<file path="src/rtl/param_info_responder.sv">
// rtl/param_info_responder.sv - streams parameter name/value records on request; `PARAM_INFO_COUNT_EN adds query_count and entry 0xFE
module param_info_responder #(
  parameter bit SOME_BIT_PARAM = 1'b0,
  parameter int SOME_INT_PARAM = 0
) (
  input  logic        clk,
  input  logic        rst,
  input  logic        req_valid,
  output logic        req_ready,
  input  logic [7:0]  req_index,
  output logic        rsp_valid,
  input  logic        rsp_ready,
  output logic [7:0]  rsp_data,
  output logic        rsp_last,
  output logic        rsp_err
`ifdef PARAM_INFO_COUNT_EN
  ,
  output logic [15:0] query_count
`endif
);

  typedef enum logic [2:0] {
    S_IDLE  = 3'd0,
    S_NAME  = 3'd1,
    S_SEP   = 3'd2,
    S_VALUE = 3'd3,
    S_ERR   = 3'd4
  } state_t;

  localparam logic [111:0] NAME_BIT  = "SOME_BIT_PARAM";
  localparam logic [111:0] NAME_INT  = "SOME_INT_PARAM";
  localparam logic [111:0] NAME_CNT  = "QUERY_COUNT___";
  localparam logic [3:0]   LAST_CHAR = 4'd13;

  state_t       state, state_n;
  logic [3:0]   char_cnt, char_cnt_n;
  logic [1:0]   byte_cnt, byte_cnt_n;
  logic [1:0]   entry, entry_n;
  logic [31:0]  value, value_n;
  logic [31:0]  query_value;
  logic [111:0] name_n;
  logic [1:0]   query_entry;
  logic         accept;
  logic         advance;
  logic         index_ok;

  logic         req_ready_d;
  logic         rsp_valid_d;
  logic [7:0]   rsp_data_d;
  logic         rsp_last_d;
  logic         rsp_err_d;

  assign accept  = req_valid && req_ready && (state == S_IDLE);
  assign advance = rsp_valid && rsp_ready;

`ifdef PARAM_INFO_COUNT_EN
  logic [15:0] count_q;
  assign query_count = count_q;
  assign index_ok    = (req_index < 8'd2) || (req_index == 8'hFE);
`else
  assign index_ok    = (req_index < 8'd2);
`endif

  // The value is snapshotted at acceptance so the count reports its pre-increment value.
  always_comb begin
    query_value = 32'd0;
    query_entry = 2'd2;
    case (req_index)
      8'd0: begin
        query_value = {31'd0, SOME_BIT_PARAM};
        query_entry = 2'd0;
      end
      8'd1: begin
        query_value = SOME_INT_PARAM;
        query_entry = 2'd1;
      end
      default: begin
`ifdef PARAM_INFO_COUNT_EN
        query_value = {16'd0, count_q};
`else
        query_value = 32'd0;
`endif
        query_entry = 2'd2;
      end
    endcase
  end

  always_ff @(posedge clk) begin
    if (rst) begin
      state     <= S_IDLE;
      char_cnt  <= 4'd0;
      byte_cnt  <= 2'd0;
      entry     <= 2'd0;
      value     <= 32'd0;
      req_ready <= 1'b0;
      rsp_valid <= 1'b0;
      rsp_data  <= 8'd0;
      rsp_last  <= 1'b0;
      rsp_err   <= 1'b0;
    end else begin
      state     <= state_n;
      char_cnt  <= char_cnt_n;
      byte_cnt  <= byte_cnt_n;
      entry     <= entry_n;
      value     <= value_n;
      req_ready <= req_ready_d;
      rsp_valid <= rsp_valid_d;
      rsp_data  <= rsp_data_d;
      rsp_last  <= rsp_last_d;
      rsp_err   <= rsp_err_d;
    end
  end

`ifdef PARAM_INFO_COUNT_EN
  always_ff @(posedge clk) begin
    if (rst) begin
      count_q <= 16'd0;
    end else if (accept && (count_q != 16'hFFFF)) begin
      count_q <= count_q + 16'd1;
    end
  end
`endif

  always_comb begin
    state_n    = state;
    char_cnt_n = char_cnt;
    byte_cnt_n = byte_cnt;
    entry_n    = entry;
    value_n    = value;
    case (state)
      S_IDLE: begin
        if (accept) begin
          entry_n = query_entry;
          value_n = query_value;
          if (index_ok) begin
            state_n    = S_NAME;
            char_cnt_n = 4'd0;
          end else begin
            state_n = S_ERR;
          end
        end
      end
      S_NAME: begin
        if (advance) begin
          if (char_cnt == LAST_CHAR) begin
            state_n = S_SEP;
          end else begin
            char_cnt_n = char_cnt + 4'd1;
          end
        end
      end
      S_SEP: begin
        if (advance) begin
          state_n    = S_VALUE;
          byte_cnt_n = 2'd3;
        end
      end
      S_VALUE: begin
        if (advance) begin
          if (byte_cnt == 2'd0) begin
            state_n = S_IDLE;
          end else begin
            byte_cnt_n = byte_cnt - 2'd1;
          end
        end
      end
      S_ERR: begin
        if (advance) begin
          state_n = S_IDLE;
        end
      end
      default: state_n = S_IDLE;
    endcase
  end

  always_comb begin
    case (entry_n)
      2'd0:    name_n = NAME_BIT;
      2'd1:    name_n = NAME_INT;
      default: name_n = NAME_CNT;
    endcase
  end

  // Output registers load from the next state, so a stall re-loads identical values.
  always_comb begin
    req_ready_d = (state_n == S_IDLE);
    rsp_valid_d = 1'b0;
    rsp_data_d  = 8'd0;
    rsp_last_d  = 1'b0;
    rsp_err_d   = 1'b0;
    case (state_n)
      S_NAME: begin
        rsp_valid_d = 1'b1;
        rsp_data_d  = name_n[{LAST_CHAR - char_cnt_n, 3'b000} +: 8];
      end
      S_SEP: begin
        rsp_valid_d = 1'b1;
      end
      S_VALUE: begin
        rsp_valid_d = 1'b1;
        rsp_data_d  = value_n[{byte_cnt_n, 3'b000} +: 8];
        rsp_last_d  = (byte_cnt_n == 2'd0);
      end
      S_ERR: begin
        rsp_valid_d = 1'b1;
        rsp_data_d  = 8'hFF;
        rsp_last_d  = 1'b1;
        rsp_err_d   = 1'b1;
      end
      default: begin
        rsp_valid_d = 1'b0;
      end
    endcase
  end

endmodule

</file>
<file path="config.mk">
export PLATFORM = sky130hd
export DESIGN_NAME = param_info_responder
export DESIGN_NICKNAME = d
export VERILOG_FILES = /design/src/rtl/param_info_responder.sv
export SDC_FILE = /design/constraint.sdc
export NUM_CORES = 1
export LEC_CHECK = 0
export ABC_CLOCK_PERIOD_IN_PS = 6400
export BUFFER_PORTS_ARGS = -buffer_cell sky130_fd_sc_hd__buf_2
export CORE_MARGIN = 1
export CORE_UTILIZATION = 45
export DETAILED_ROUTE_END_ITERATION = 8
export PLACE_DENSITY = 0.66
export SETUP_SLACK_MARGIN = 0.4
export SLEW_MARGIN = 25
export SYNTH_ARGS = -nofsm -noshare
export SYNTH_HDL_FRONTEND = slang
export SYNTH_SLANG_ARGS = --single-unit
export TNS_END_PERCENT = 100
</file>
<file path="constraint.sdc">
create_clock -name clk -period 6.4 [get_ports clk]
set_input_delay 0.32 -clock clk [delete_from_list [all_inputs] [get_ports clk]]
set_output_delay 0.32 -clock clk [all_outputs]
set_load 0.02 [all_outputs]
</file>
=== Yosys cells after proc, flatten, opt, wreduce, memory -nomap -nowiden ===
Index checks and enable logic that the tools add are counted.

* Flip-flop bits (word level): 55
* Input bits: 12

* Add/subtract/negate cells: 3
* $lt $le $gt $ge: 1
* Equal/unequal tests: 11
* Shift operators: 2
* Multiplexer cells: 28
* Reduce and logical (&&, ||, !) cells: 10

{| class="wikitable"
|+ Operator list
! operator !! number
|-
| case mux 106 bit (2 select lines) || 1
|-
| indexed part select 112 x 8 -> 8 bit || 1
|-
| two-way mux 32 bit || 2
|-
| indexed part select 32 x 6 -> 8 bit || 1
|-
| two-way mux 3 bit || 8
|-
| case mux 8 bit (3 select lines) || 1
|-
| two-way mux 4 bit || 4
|-
| case mux 3 bit (5 select lines) || 1
|-
| == test 3 x 2 -> 1 bit, second input constant || 4
|-
| two-way mux 2 bit || 5
|-
| == test 8 x 1 -> 1 bit, second input constant || 1
|-
| logical NOT 8 bit || 1
|-
| < comparator 8 x 2 -> 1 bit, second input constant || 1
|-
| case mux 2 bit (2 select lines) || 2
|-
| case mux 4 bit (2 select lines) || 1
|-
| == test 3 x 1 -> 1 bit, second input constant || 2
|-
| == test 3 bit, second input constant || 2
|-
| logical NOT 2 bit || 3
|-
| logical NOT 3 bit || 2
|-
| adder 4 x 1 -> 4 bit, second input constant || 1
|-
| == test 4 bit, second input constant || 1
|-
| OR reduction 4 bit || 1
|-
| subtractor 4 bit, first input constant || 1
|-
| logical AND 1 bit || 3
|-
| 4 further kinds || 5
|}

=== Depth between registers and ports, before layout ===
Gate-level depths: netlist of the first run.

* Depth in word-level cells: 8
* Mapped depth: 15
* Gate-level depth less buffers: 14

=== Least setup slack after synthesis of the first run ===
No wires, ideal clock.

* Path type: register to register
* Start: register char_cnt[1]
* End: register rsp_data[3]
* Library setup time: 134 ps
* Arrival time: 3010 ps
* Required time: 6266 ps
* Path slack: 3256 ps
* Cell stages (with the launch flop): 16
* Buffers on the path: 1
* Clock period less this slack: 3144 ps
* Path through: dfxtp_1 inv_1 ha_1 and3_2 nor4_1 a31oi_4 inv_2 buf_4 ha_1 inv_1 or3_1 a21oi_1 o21bai_1 a311oi_1 a311oi_1 o22ai_1

* Longest elaborated chain between the ends: 7

{| class="wikitable"
|+ Ends and longest elaborated chain
! what !! RTL line !! RTL
|-
| start: declaration || 36 || <nowiki>logic [3:0] char_cnt, char_cnt_n;</nowiki>
|-
| start signal: assignment || 102 || <nowiki>char_cnt <= char_cnt_n;</nowiki>
|-
| adder 4 x 1 -> 4 bit or == test 4 bit (tied branches) || 148, 145 ||
|-
| two-way mux 4 bit || 145 || <nowiki>if (char_cnt == LAST_CHAR) begin</nowiki>
|-
| two-way mux 4 bit || 144 || <nowiki>if (advance) begin</nowiki>
|-
| case mux 4 bit (2 select lines) * || 130 || <nowiki>case (state)</nowiki>
|-
| via char_cnt_n[1] || 36 ||
|-
| subtractor 4 bit * || 194 || <nowiki>rsp_data_d = name_n[{LAST_CHAR - char_cnt_n, 3'b000} +: 8];</nowiki>
|-
| indexed part select 112 x 8 -> 8 bit * || 194 ||
|-
| case mux 8 bit (3 select lines) * || 191 || <nowiki>case (state_n)</nowiki>
|-
| end signal: assignment || 108 || <nowiki>rsp_data <= rsp_data_d;</nowiki>
|-
| end: declaration || 13 || <nowiki>output logic [7:0] rsp_data,</nowiki>
|}

Mark *: on every way through the listed nets, which the timed path passes. The rest lies on a longest branch.
A chain may end at the register's enable or synchronous reset.

=== Worst setup path in the final report of the first run ===
* Start: register char_cnt[1]
* End: register rsp_data[3]

* Longest elaborated chain between the ends: 7

{| class="wikitable"
|+ Ends and longest elaborated chain
! what !! RTL line
|-
| adder 4 x 1 -> 4 bit or == test 4 bit (tied branches) || 148, 145
|-
| two-way mux 4 bit || 145
|-
| two-way mux 4 bit || 144
|-
| case mux 4 bit (2 select lines) || 130
|-
| subtractor 4 bit || 194
|-
| indexed part select 112 x 8 -> 8 bit || 194
|-
| case mux 8 bit (3 select lines) * || 191
|}

Mark *: on every way between the ends. The rest lies on a longest branch, timed or not.

==> results.md, run 1 <==
* Slew of the pin with the lowest slew margin at 992 ps
* Critical Path Source Type: register
* Setup violations, final at 0
* Ys flop type: dfxtp_1
* Initial core utilization at 47.3%
* Worst-path clk slew at 110 ps
* Post-synthesis xor/xnor area fraction at 0.330%
* Async set-reset flop share out of synthesis at 0%
* DR pass1 iterations at 4
* Worst Setup SP: char_cnt[1]$_SDFF_PP0_
* Final worst path period share at 60.5%
* Setup_tns at 0 ps
* Seq/Total Area, Yosys at 41.5%
* Pins over their slew limit at 0
* Pwr dens at 225 nW/µm²
* CP Buf/Inv Count at 3
* CTS Buf Count at 5
* Vias in the first global route at 1889
* Gr ovfl total at 0
* LEAKAGE at 1.18 nW
* Cell count after synthesis at 268
* CTS max path bufs at 2
* Starting DRT DRC Count at 128
* Setup Skew at 6.08 ps
* Cell depth of the worst setup path at 14
* Part of the power in registers at 53.5%
* Crit path time final at 3870 ps
* Worst-Skew Late Latency at 320 ps
* Initial antenna violation count at 0
* Vias/cell at 5.46
* Number of core rows at 27
* Register bit total from synthesis at 55
* Max cap viols at 0
* Post-Synth Adder-Cell Area at 4.72%
* Largest net degree at the start of global routing at 33
* Antenna Nets Post-Route at 0
* Fmax at 0.258 GHz
* Syn-to-layout area delta at 10.0%
* Crit Path Class: register to register
* GP Congestion at 0.865
* Critical-path maximum fanout at 16
* Post-cts sizing count at 0
* Internal at 0.000491 W
* Nets at 308
* Clock Sinks at 55
* Status: complete, no violations
* Peak supply drop at 0.000203 V
* Delay-heaviest family, CP: simple AND/OR/NAND/NOR gates
* P_sw at 0.000166 W
* Synth Area in Compound Gates at 18.6%
* Routed length per instance at 14.9 µm
* Mean Syn Cell Area at 9.90 µm²
* Die W at 78.8 µm
* Final Instance Area at 2920 µm²
* Post-Route WL at 5.35 mm
* First-pass GRT wire length at 9.05 mm
* RSZ-0062 raised after global routing: no
* Worst min path class: primary input to register
* Post-synthesis cell area at 2650 µm²
* Die ar. at 6210 µm²
* Worst EP required at 6590 ps
* Number of synthesized flops with an enable pin at 0
* Worst r2r path cells at 14
* Slowest stage delay, CP at 540 ps
* Post-synthesis mux area share at 7.92%
* Sw frac at 25.3%
* # DRC at 0
* Worst r2r src: char_cnt[1]$_SDFF_PP0_
* Netlist cell types at 63
* Post-CTS Setup Inserts at 0
* Port Buffers at 23
* Critical path arrival at 4060 ps
* Crit path max-delay cell type: nor4_1
* Mapped Nets at 290
* Hold-fix buffer count after cts at 0
* Final hold vios at 0
* CTS tree: done
* Core Footprint at 5610 µm²
* Clk root buf: clkbuf_8
* Slew HR at 33.8%
* Diodes inserted at 0
* Main combinational cell family by area after synthesis: simple AND/OR/NAND/NOR gates
* Chip Height at 78.8 µm
* Cell area after placement at 2790 µm²
* Comb pwr share at 9.3%
* I/O pin cnt at 24
* Fraction of layout cells with a size suffix above 1 at 20.6%
* Reg-to-reg endpoint: rsp_data[3]$_SDFF_PP0_
* Synthesis Warnings at 0
* Hpwl dp at 3.83 mm
* Clock power frac at 37.2%
* Worst path cell trace: inv_1 -> ha_1 -> and3_2 -> nor4_1 -> a31oi_4 -> inv_2 -> ha_1 -> inv_1 -> or3_1 -> a21oi_1 -> o21bai_1 -> a311oi_1 -> a311oi_1 -> o22ai_1
* End point of the critical path: rsp_data[3]$_SDFF_PP0_
* # H-tree levels at 2
* All-layer global routing usage at 18.7%
* Worst setup EP type: register
* Vias at 1959
* WHS at 384 ps
* Simple-gate area share of the yosys netlist at 22.7%
* R2r setup slk at 2530 ps
[cells in the final DEF (no fill, tap or decap), types with 2 or more instances in the layout]
cell	n
nor2b_1	6
o21bai_1	2
a211oi_1	2
and2_1	34
a31oi_1	5
a311oi_1	3
a21o_1	2
ha_1	10
nor3_1	5
dfxtp_1	55
nor2_1	24
clkbuf_8	5
and4_1	3
o21a_1	3
o22ai_1	3
mux2i_1	3
o21ai_0	7
nor4_1	5
nand2_1	7
o221ai_1	2
mux4_2	8
nand3_1	5
nand2b_1	2
o31ai_2	2
a21oi_1	18
inv_1	6
buf_2	23
[sequential cells by signal, summed over array words and instances, names as in the netlist]
signal,flops
rsp_data,8
rsp_last,1
rsp_err,1
value,32
byte_cnt,2
req_ready,1
rsp_valid,1
entry,2
char_cnt,4
state,3
[power by group through the flow]
stage / Sequential [W] / Clock (W) / Combinational [W]
floorplan: 0.000366 / 0 / 0.0000354
global placement: 0.000360 / 0 / 0.0000613
detailed placement: 0.000360 / 0 / 0.0000611
CTS: 0.000352 / 0.000246 / 0.0000615
global route: 0.000353 / 0.000261 / 0.0000671
finish: 0.000352 / 0.000244 / 0.0000611
[how the worst min path moves through the flow]
stage,to,startpoint,depth (start not counted)
3_5_place_dp,value[6]$_SDFF_PP0_,value[6]$_SDFF_PP0_,1
2_1_floorplan,value[0]$_SDFF_PP0_,value[0]$_SDFF_PP0_,1
3_3_place_gp,value[9]$_SDFF_PP0_,value[9]$_SDFF_PP0_,1
6_report,rsp_data[5]$_SDFF_PP0_,rst,2
5_1_grt,rsp_data[5]$_SDFF_PP0_,rst,2
4_1_cts,byte_cnt[1]$_SDFF_PP0_,rst,2
[cells by family (layout without fill, tap and decap cells)]
logic type | after synthesis | count (layout)
xor+xnor | 1 | 1
fa+ha+maj | 10 | 10
buf+inv | 21 | 40
simple gates | 104 | 104
flops | 55 | 55
mux | 11 | 11
compound gates | 66 | 66
[metrics by stage]
step	total power, W	util [%]	std cells	worst slack (ps)
after floorplan	0.000402	-	268	3260
after global placement	0.000421	49.7	351	2670
after detailed placement	0.000421	49.7	351	2550
after CTS	0.000660	51.9	359	2550
after global routing	0.000680	52.0	359	2260
final	0.000657	52.0	359	2530
[cell type report]
class                      count  area [µm²]
fill                         535        2690
multi-input combinational    192        1450
inverter                       8        32.5
clock inverter                 3        55.1
sequential                    55        1100
clock buffer                   5        68.8
tap                           72        90.1
timing repair buffer          24         123
[synthesized netlist by cell type, drive strengths merged (7+ instances only)]
library cell	n	area, µm²
mux4	8	180
nor2	24	90.1
o21ai	8	43.8
inv	8	32.5
nand2	7	26.3
a21oi	19	106
and2	36	228
dfxtp	55	1100
ha	10	125
[metal layers]
metal  share of wire (%)  global-route usage, %  routed length, µm  vias to the layer above
li1                    -                      -                  -                     1012
met2                  45                   29.1               2420                       51
met5                   0                      0                  0                        -
met4                 1.7                   8.15                 92                        0
met3                 4.3                   3.56                231                        9
met1                  49                   25.3               2610                      887
No activity file was read; power rests on OpenSTA's default activity.
==> inputs of run 2 (changes only) <==
Settings changed: ABC_AREA from default to 1, ABC_CLOCK_PERIOD_IN_PS 6400 to 3200, PLACE_DENSITY 0.66 to 0.68.
Clock period 6.4 ns to 3.2 ns, I/O delays scaled along.
==> results.md, run 2 <==
* Clock power frac at 32.9%
* Most common cell after layout, fill and taps aside: nand2_1
* CTS tree: done
* Die W at 81.4 µm
* Clock Sinks at 55
* Critical-path maximum fanout at 12
* Part of the power in registers at 55.4%
* Routed length per instance at 12.1 µm
* Comb pwr share at 11.7%
* Fmax at 0.407 GHz
* Top cells by count, synth: 119 x nand2_1, 61 x nor2_1, 55 x dfxtp_1
* Worst-Skew Late Latency at 310 ps
* Internal at 0.000924 W
* Largest reg by FF count: value
* Post-Route WL at 6.18 mm
* Antenna Nets Post-Route at 0
* Seq/Total Area, Yosys at 38.8%
* Hpwl dp at 4.51 mm
* Setup Skew at 5.20 ps
* Vias at 2600
* WHS Endpoint: value[24]$_SDFF_PP0_
* Setup violations, final at 0
* Worst Hold Launch: rst
* Netlist cell types at 32
* Worst path cell trace: inv_2 -> ha_1 -> nand3_2 -> nand2_1 -> nor2_1 -> nor2_4 -> inv_2 -> nand2_4 -> ha_4 -> inv_1 -> nand4_1 -> nand2_1 -> inv_1 -> nand2_1 -> nand2_1 -> nand2_1 -> a21oi_2
* Critical Path Source Type: register
* First-pass GRT wire length at 10.2 mm
* GP Congestion at 0.907
* Worst EP required at 3410 ps
* Pins over their slew limit at 0
* Cell area after placement at 3000 µm²
* Hold Path Depth at 2
* LEAKAGE at 1.40 nW
* Final Instance Area at 3120 µm²
* Mapped Nets at 439
* Final worst path period share at 76.8%
* Diodes inserted at 0
* Top cell type's share of synthesized area at 38.8%
* Async set-reset flop share out of synthesis at 0%
* CTS Buf Count at 5
* Die ar. at 6630 µm²
* Critical path arrival at 2670 ps
* Largest net degree at the start of global routing at 40
* Number of synthesized flops with an enable pin at 0
* Post-synthesis cell area at 2840 µm²
* Cell taking the most area after synthesis: dfxtp_1
* Cell count after synthesis at 417
* Worst min path class: primary input to register
* Max cap viols at 0
* Nets at 457
* # DRC at 0
* R2r setup slk at 740 ps
* CTS max path bufs at 2
* Max reg flops at 32
* Vias in the first global route at 2211
* Port Buffers at 23
* Initial antenna violation count at 0
* RSZ-0062 raised after global routing: no
* Syn-to-layout area delta at 10.0%
* # H-tree levels at 2
* Synth top area cells: dfxtp_1 39%, nand2_1 16%, nand3_1 8.1%, nor2_1 8.1%, ha_1 4.4%
* Status: complete, no violations
* Initial core utilization at 47.3%
* Commonest non-fill, non-tap cells in the layout: 119 x nand2_1, 61 x nor2_1, 53 x dfxtp_1, 46 x nand3_1, 30 x inv_1
* I/O pin cnt at 24
* Biggest registers after layout: value: 32 flops, rsp_data: 8 flops, char_cnt: 4 flops
* Slowest stage delay, CP at 430 ps
* Gr ovfl total at 0
* Mean Syn Cell Area at 6.80 µm²
* Slew of the pin with the lowest slew margin at 670 ps
* Post-cts sizing count at 1
* Post-CTS Setup Inserts at 0
* Ys flop type: dfxtp_1
* Final hold vios at 0
* Most used cell, CP: nand2_1
* Vias/cell at 5.09
* All-layer global routing usage at 20.2%
* Worst r2r path cells at 17
* Tot Pwr at 0.00127 W
* Top-count cell post-synth: nand2_1
* Fraction of layout cells with a size suffix above 1 at 15.8%
* Hold-fix buffer count after cts at 0
* Core Footprint at 5990 µm²
* Peak supply drop at 0.000269 V
* Crit path time final at 2460 ps
* Crit path max-delay cell type: dfxtp_2
* Worst-path clk slew at 100 ps
* P_sw at 0.000348 W
* Number of core rows at 28
* Register bit total from synthesis at 55
* Worst setup EP type: register
* Worst r2r src: char_cnt[1]$_SDFF_PP0_
* Slew HR at 55.4%
* Pwr dens at 408 nW/µm²
* Synthesis Warnings at 0
* Crit Path Class: register to register
* DR pass1 iterations at 4
* Sw frac at 27.4%
* Setup_tns at 0 ps
* Reg-to-reg endpoint: rsp_data[2]$_SDFF_PP0_
* Chip Height at 81.4 µm
* Starting DRT DRC Count at 139
* Clk root buf: clkbuf_8
-- run 2: cells by family (layout without fill, tap and decap cells) --
kind of cell,after synthesis,after routing,share of synthesized area [%]
fa+ha+maj,10,10,4.41
buf+inv,54,73,7.76
xor+xnor,1,1,0.309
flops,55,55,38.8
compound gates,42,42,8.43
simple gates,255,255,40.3
-- run 2: how the worst max path moves through the flow --
stage | startpoint | endpoint | slack (ps) | depth (start not counted)
final | char_cnt[1]$_SDFF_PP0_ | rsp_data[2]$_SDFF_PP0_ | 740 | 17
after global routing | char_cnt[1]$_SDFF_PP0_ | rsp_data[3]$_SDFF_PP0_ | 450 | 16
after CTS | char_cnt[1]$_SDFF_PP0_ | rsp_data[0]$_SDFF_PP0_ | 460 | 16
after detailed placement | char_cnt[1]$_SDFF_PP0_ | rsp_data[0]$_SDFF_PP0_ | 380 | 16
after global placement | char_cnt[1]$_SDFF_PP0_ | rsp_data[0]$_SDFF_PP0_ | 400 | 16
after floorplan | char_cnt[1]$_SDFF_PP0_ | rsp_data[3]$_SDFF_PP0_ | 810 | 16
-- run 2: per-stage QoR --
step / utilization (%) / hold WS (ps) / instances / setup slack [ps]
after global routing: 52.1 / 384 / 511 / 452
after detailed placement: 50.0 / 432 / 503 / 378
after CTS: 51.8 / 358 / 511 / 463
after global placement: 50.0 / 427 / 503 / 404
final: 52.1 / 355 / 511 / 741
after floorplan: - / 419 / 417 / 811
-- run 2: routing by layer --
layer  wire length [µm]  GRT usage (%)
met1               3030           27.9
met2               2830           31.8
met3                243           3.48
met4                 80           6.25
met5                  0              0
-- run 2: cell type report --
cell class                      instances  area, µm²
Sequential cell                        55       1100
Fill cell                             609       2870
Timing Repair Buffer                   27        145
Clock inverter                          2       20.0
Inverter                               38        143
Tap cell                               75       93.8
Multi-Input combinational cell        308       1530
Clock buffer                            6       82.6
-- run 2: power groups by stage --
stage | Sequential (W) | Clock (W) | Combinational [W]
floorplan | 0.000738 | 0 | 0.0000900
global placement | 0.000722 | 0 | 0.000148
detailed placement | 0.000722 | 0 | 0.000148
CTS | 0.000706 | 0.000432 | 0.000148
global route | 0.000707 | 0.000454 | 0.000167
finish | 0.000705 | 0.000419 | 0.000148
-- run 2: critical path, delay by kind of cell, from the launching register on --
kind	cells	cell delay (ps)
flops	1	430
simple gates	10	980
compound gates	1	50
buf+inv	4	400
fa+ha+maj	2	500
==> inputs of run 3 (changes only) <==
Settings changed: ABC_AREA 1 to 0, ABC_CLOCK_PERIOD_IN_PS 3200 to 2300, PLACE_DENSITY 0.68 to 0.66.
Clock period 3.2 ns to 2.3 ns, I/O delays scaled along.
==> results.md, run 3 (synthesis gave the netlist of run 1 again) <==
* Status: finished with violations
* Failing checks: negative setup slack
* Initial antenna violation count at 0
* Clock Sinks at 55
* Die ar. at 6210 µm²
* Pins over their slew limit at 0
* LEAKAGE at 1.47 nW
* Syn-to-layout area delta at 35.6%
* Hpwl dp at 4.55 mm
* Hold-fix buffer count after cts at 0
* Biggest registers after layout: value: 32 flops, rsp_data: 8 flops, char_cnt: 4 flops
* CTS Buf Count at 5
* Vias at 2248
* Critical Path Source Type: register
* WHS at 214 ps
* Number of core rows at 27
* CTS max path bufs at 2
* Max cap viols at 0
* Worst Hold Launch: rst
* Final cell count without fillers at 416
* Largest net degree at the start of global routing at 33
* Worst r2r src: state[1]$_SDFF_PP0_
* Nets at 366
* Worst-path clk slew at 100 ps
* Port Buffers at 23
* First-pass GRT wire length at 10.4 mm
* Clk root buf: clkbuf_8
* Chip Height at 78.8 µm
* Antenna Nets Post-Route at 0
* Slew of the pin with the lowest slew margin at 414 ps
* Fin util at 64.1%
* Post-Route WL at 6.33 mm
* Most common cell after layout, fill and taps aside: buf_4
* Filler cell count at 469
* Setup violations, final at 6
* Max reg flops at 32
* Critical-path maximum fanout at 3
* CTS tree: done
* DR pass1 iterations at 4
* Core Footprint at 5610 µm²
* Final hold vios at 0
* Worst min path class: primary input to register
* Crit Path Class: register to register
* Pwr dens at 515 nW/µm²
* Initial core utilization at 47.3%
* Commonest non-fill, non-tap cells in the layout: 53 x buf_4, 51 x dfxtp_1, 34 x and2_1, 23 x buf_2, 21 x nor2_1
* Final WS setup at -351 ps
* # H-tree levels at 2
* Worst EP required at 2500 ps
* Fmax at 0.377 GHz
* # DRC at 0
* Largest reg by FF count: value
* GP Congestion at 0.945
* Fraction of layout cells with a size suffix above 1 at 42.4%
* Vias/cell at 5.40
* Gr ovfl total at 0
* Die W at 78.8 µm
* Slew HR at 72.4%
* RSZ-0062 raised after global routing: yes
* Starting DRT DRC Count at 71
* Tot Pwr at 0.00185 W
* Worst Setup SP: state[1]$_SDFF_PP0_
* Worst-Skew Late Latency at 310 ps
* Diodes inserted at 0
* All-layer global routing usage at 21.4%
* I/O pin cnt at 24
* Cell total after placement at 406
* Setup Skew at 7.92 ps
* Crit path time final at 2650 ps
* Final worst path period share at 115%
* Vias in the first global route at 2194
* Worst setup EP type: register
* Critical path arrival at 2850 ps
* Peak supply drop at 0.000297 V
* Routed length per instance at 15.2 µm
-- run 3: changes by cell type in the layout (fill, tap and decap cells not counted), sizes merged, moves of 4 or more --
cell   previous run  this run
nor4              1         5
inv              38         9
nor2b             0         6
nor2             67        24
mux4              0         8
buf              27        82
nand3            49         5
and2              0        36
nand2           130         7
nor3              2         6
-- run 3: through the flow --
step | setup WS [ps] | TNS (ps) | area [µm²]
floorplan | -507 | -1400 | 2770
global placement | -278 | -1380 | 3320
detailed placement | -359 | -1530 | 3320
CTS | -343 | -1440 | 3530
global route | -450 | -1970 | 3600
finish | -351 | -1430 | 3600
-- run 3: final timing paths --
| path | slack (ps) | cells past startpoint | to |
|---|---|---|---|
| max | -350 | 12 | rsp_data[3]$_SDFF_PP0_ |
| min | 210 | 2 | byte_cnt[1]$_SDFF_PP0_ |
| max reg2reg | -350 | 12 | rsp_data[3]$_SDFF_PP0_ |
| min reg2reg | 460 | 1 | value[20]$_SDFF_PP0_ |
-- run 3: cell type report --
class | count | area [µm²] | share of cell area, %
Multi-Input combinational cell | 192 | 1660 | 46.3
Sequential cell | 55 | 1110 | 30.8
Timing Repair Buffer | 82 | 589 | 16.4
Tap cell | 72 | 90.1 | 2.50
Clock buffer | 5 | 68.8 | 1.91
Clock inverter | 2 | 41.3 | 1.15
Inverter | 8 | 35.0 | 0.974
-- run 3: worst max-delay path, cell delays in order, from the launching register on --
cell	delay (ps)
dfxtp_2	340
or3b_4	410
nor2_2	130
a21oi_2	90
a311oi_4	300
ha_4	210
inv_4	30
or3_1	340
a21oi_1	120
o21bai_1	110
a311oi_1	70
a311oi_1	290
o22ai_1	110
-- run 3: what timing repair did --
item | in CTS | in global routing
endpoints found under the setup margin | 8 | 12
setup buffers | 2 | 1
pin swaps | 4 | 2
resized for setup | 16 | 13
-- run 3: report_power, final --
| part | total [W] | internal (W) | switching [W] | leakage, nW |
|---|---|---|---|---|
| Sequential | 0.000977 | 0.000970 | 0.00000749 | 0.447 |
| Clock | 0.000649 | 0.000326 | 0.000322 | 0.0561 |
| Combinational | 0.000225 | 0.0000970 | 0.000128 | 0.970 |
-- run 3: metal layers --
layer  track usage [%]  routed length (µm)  up-vias
met5                 0                   0        -
met3              3.91                 217       13
met1              29.5                3080     1061
met2              33.4                2930       48
li1                  -                   -     1126
met4              7.22                 106        0
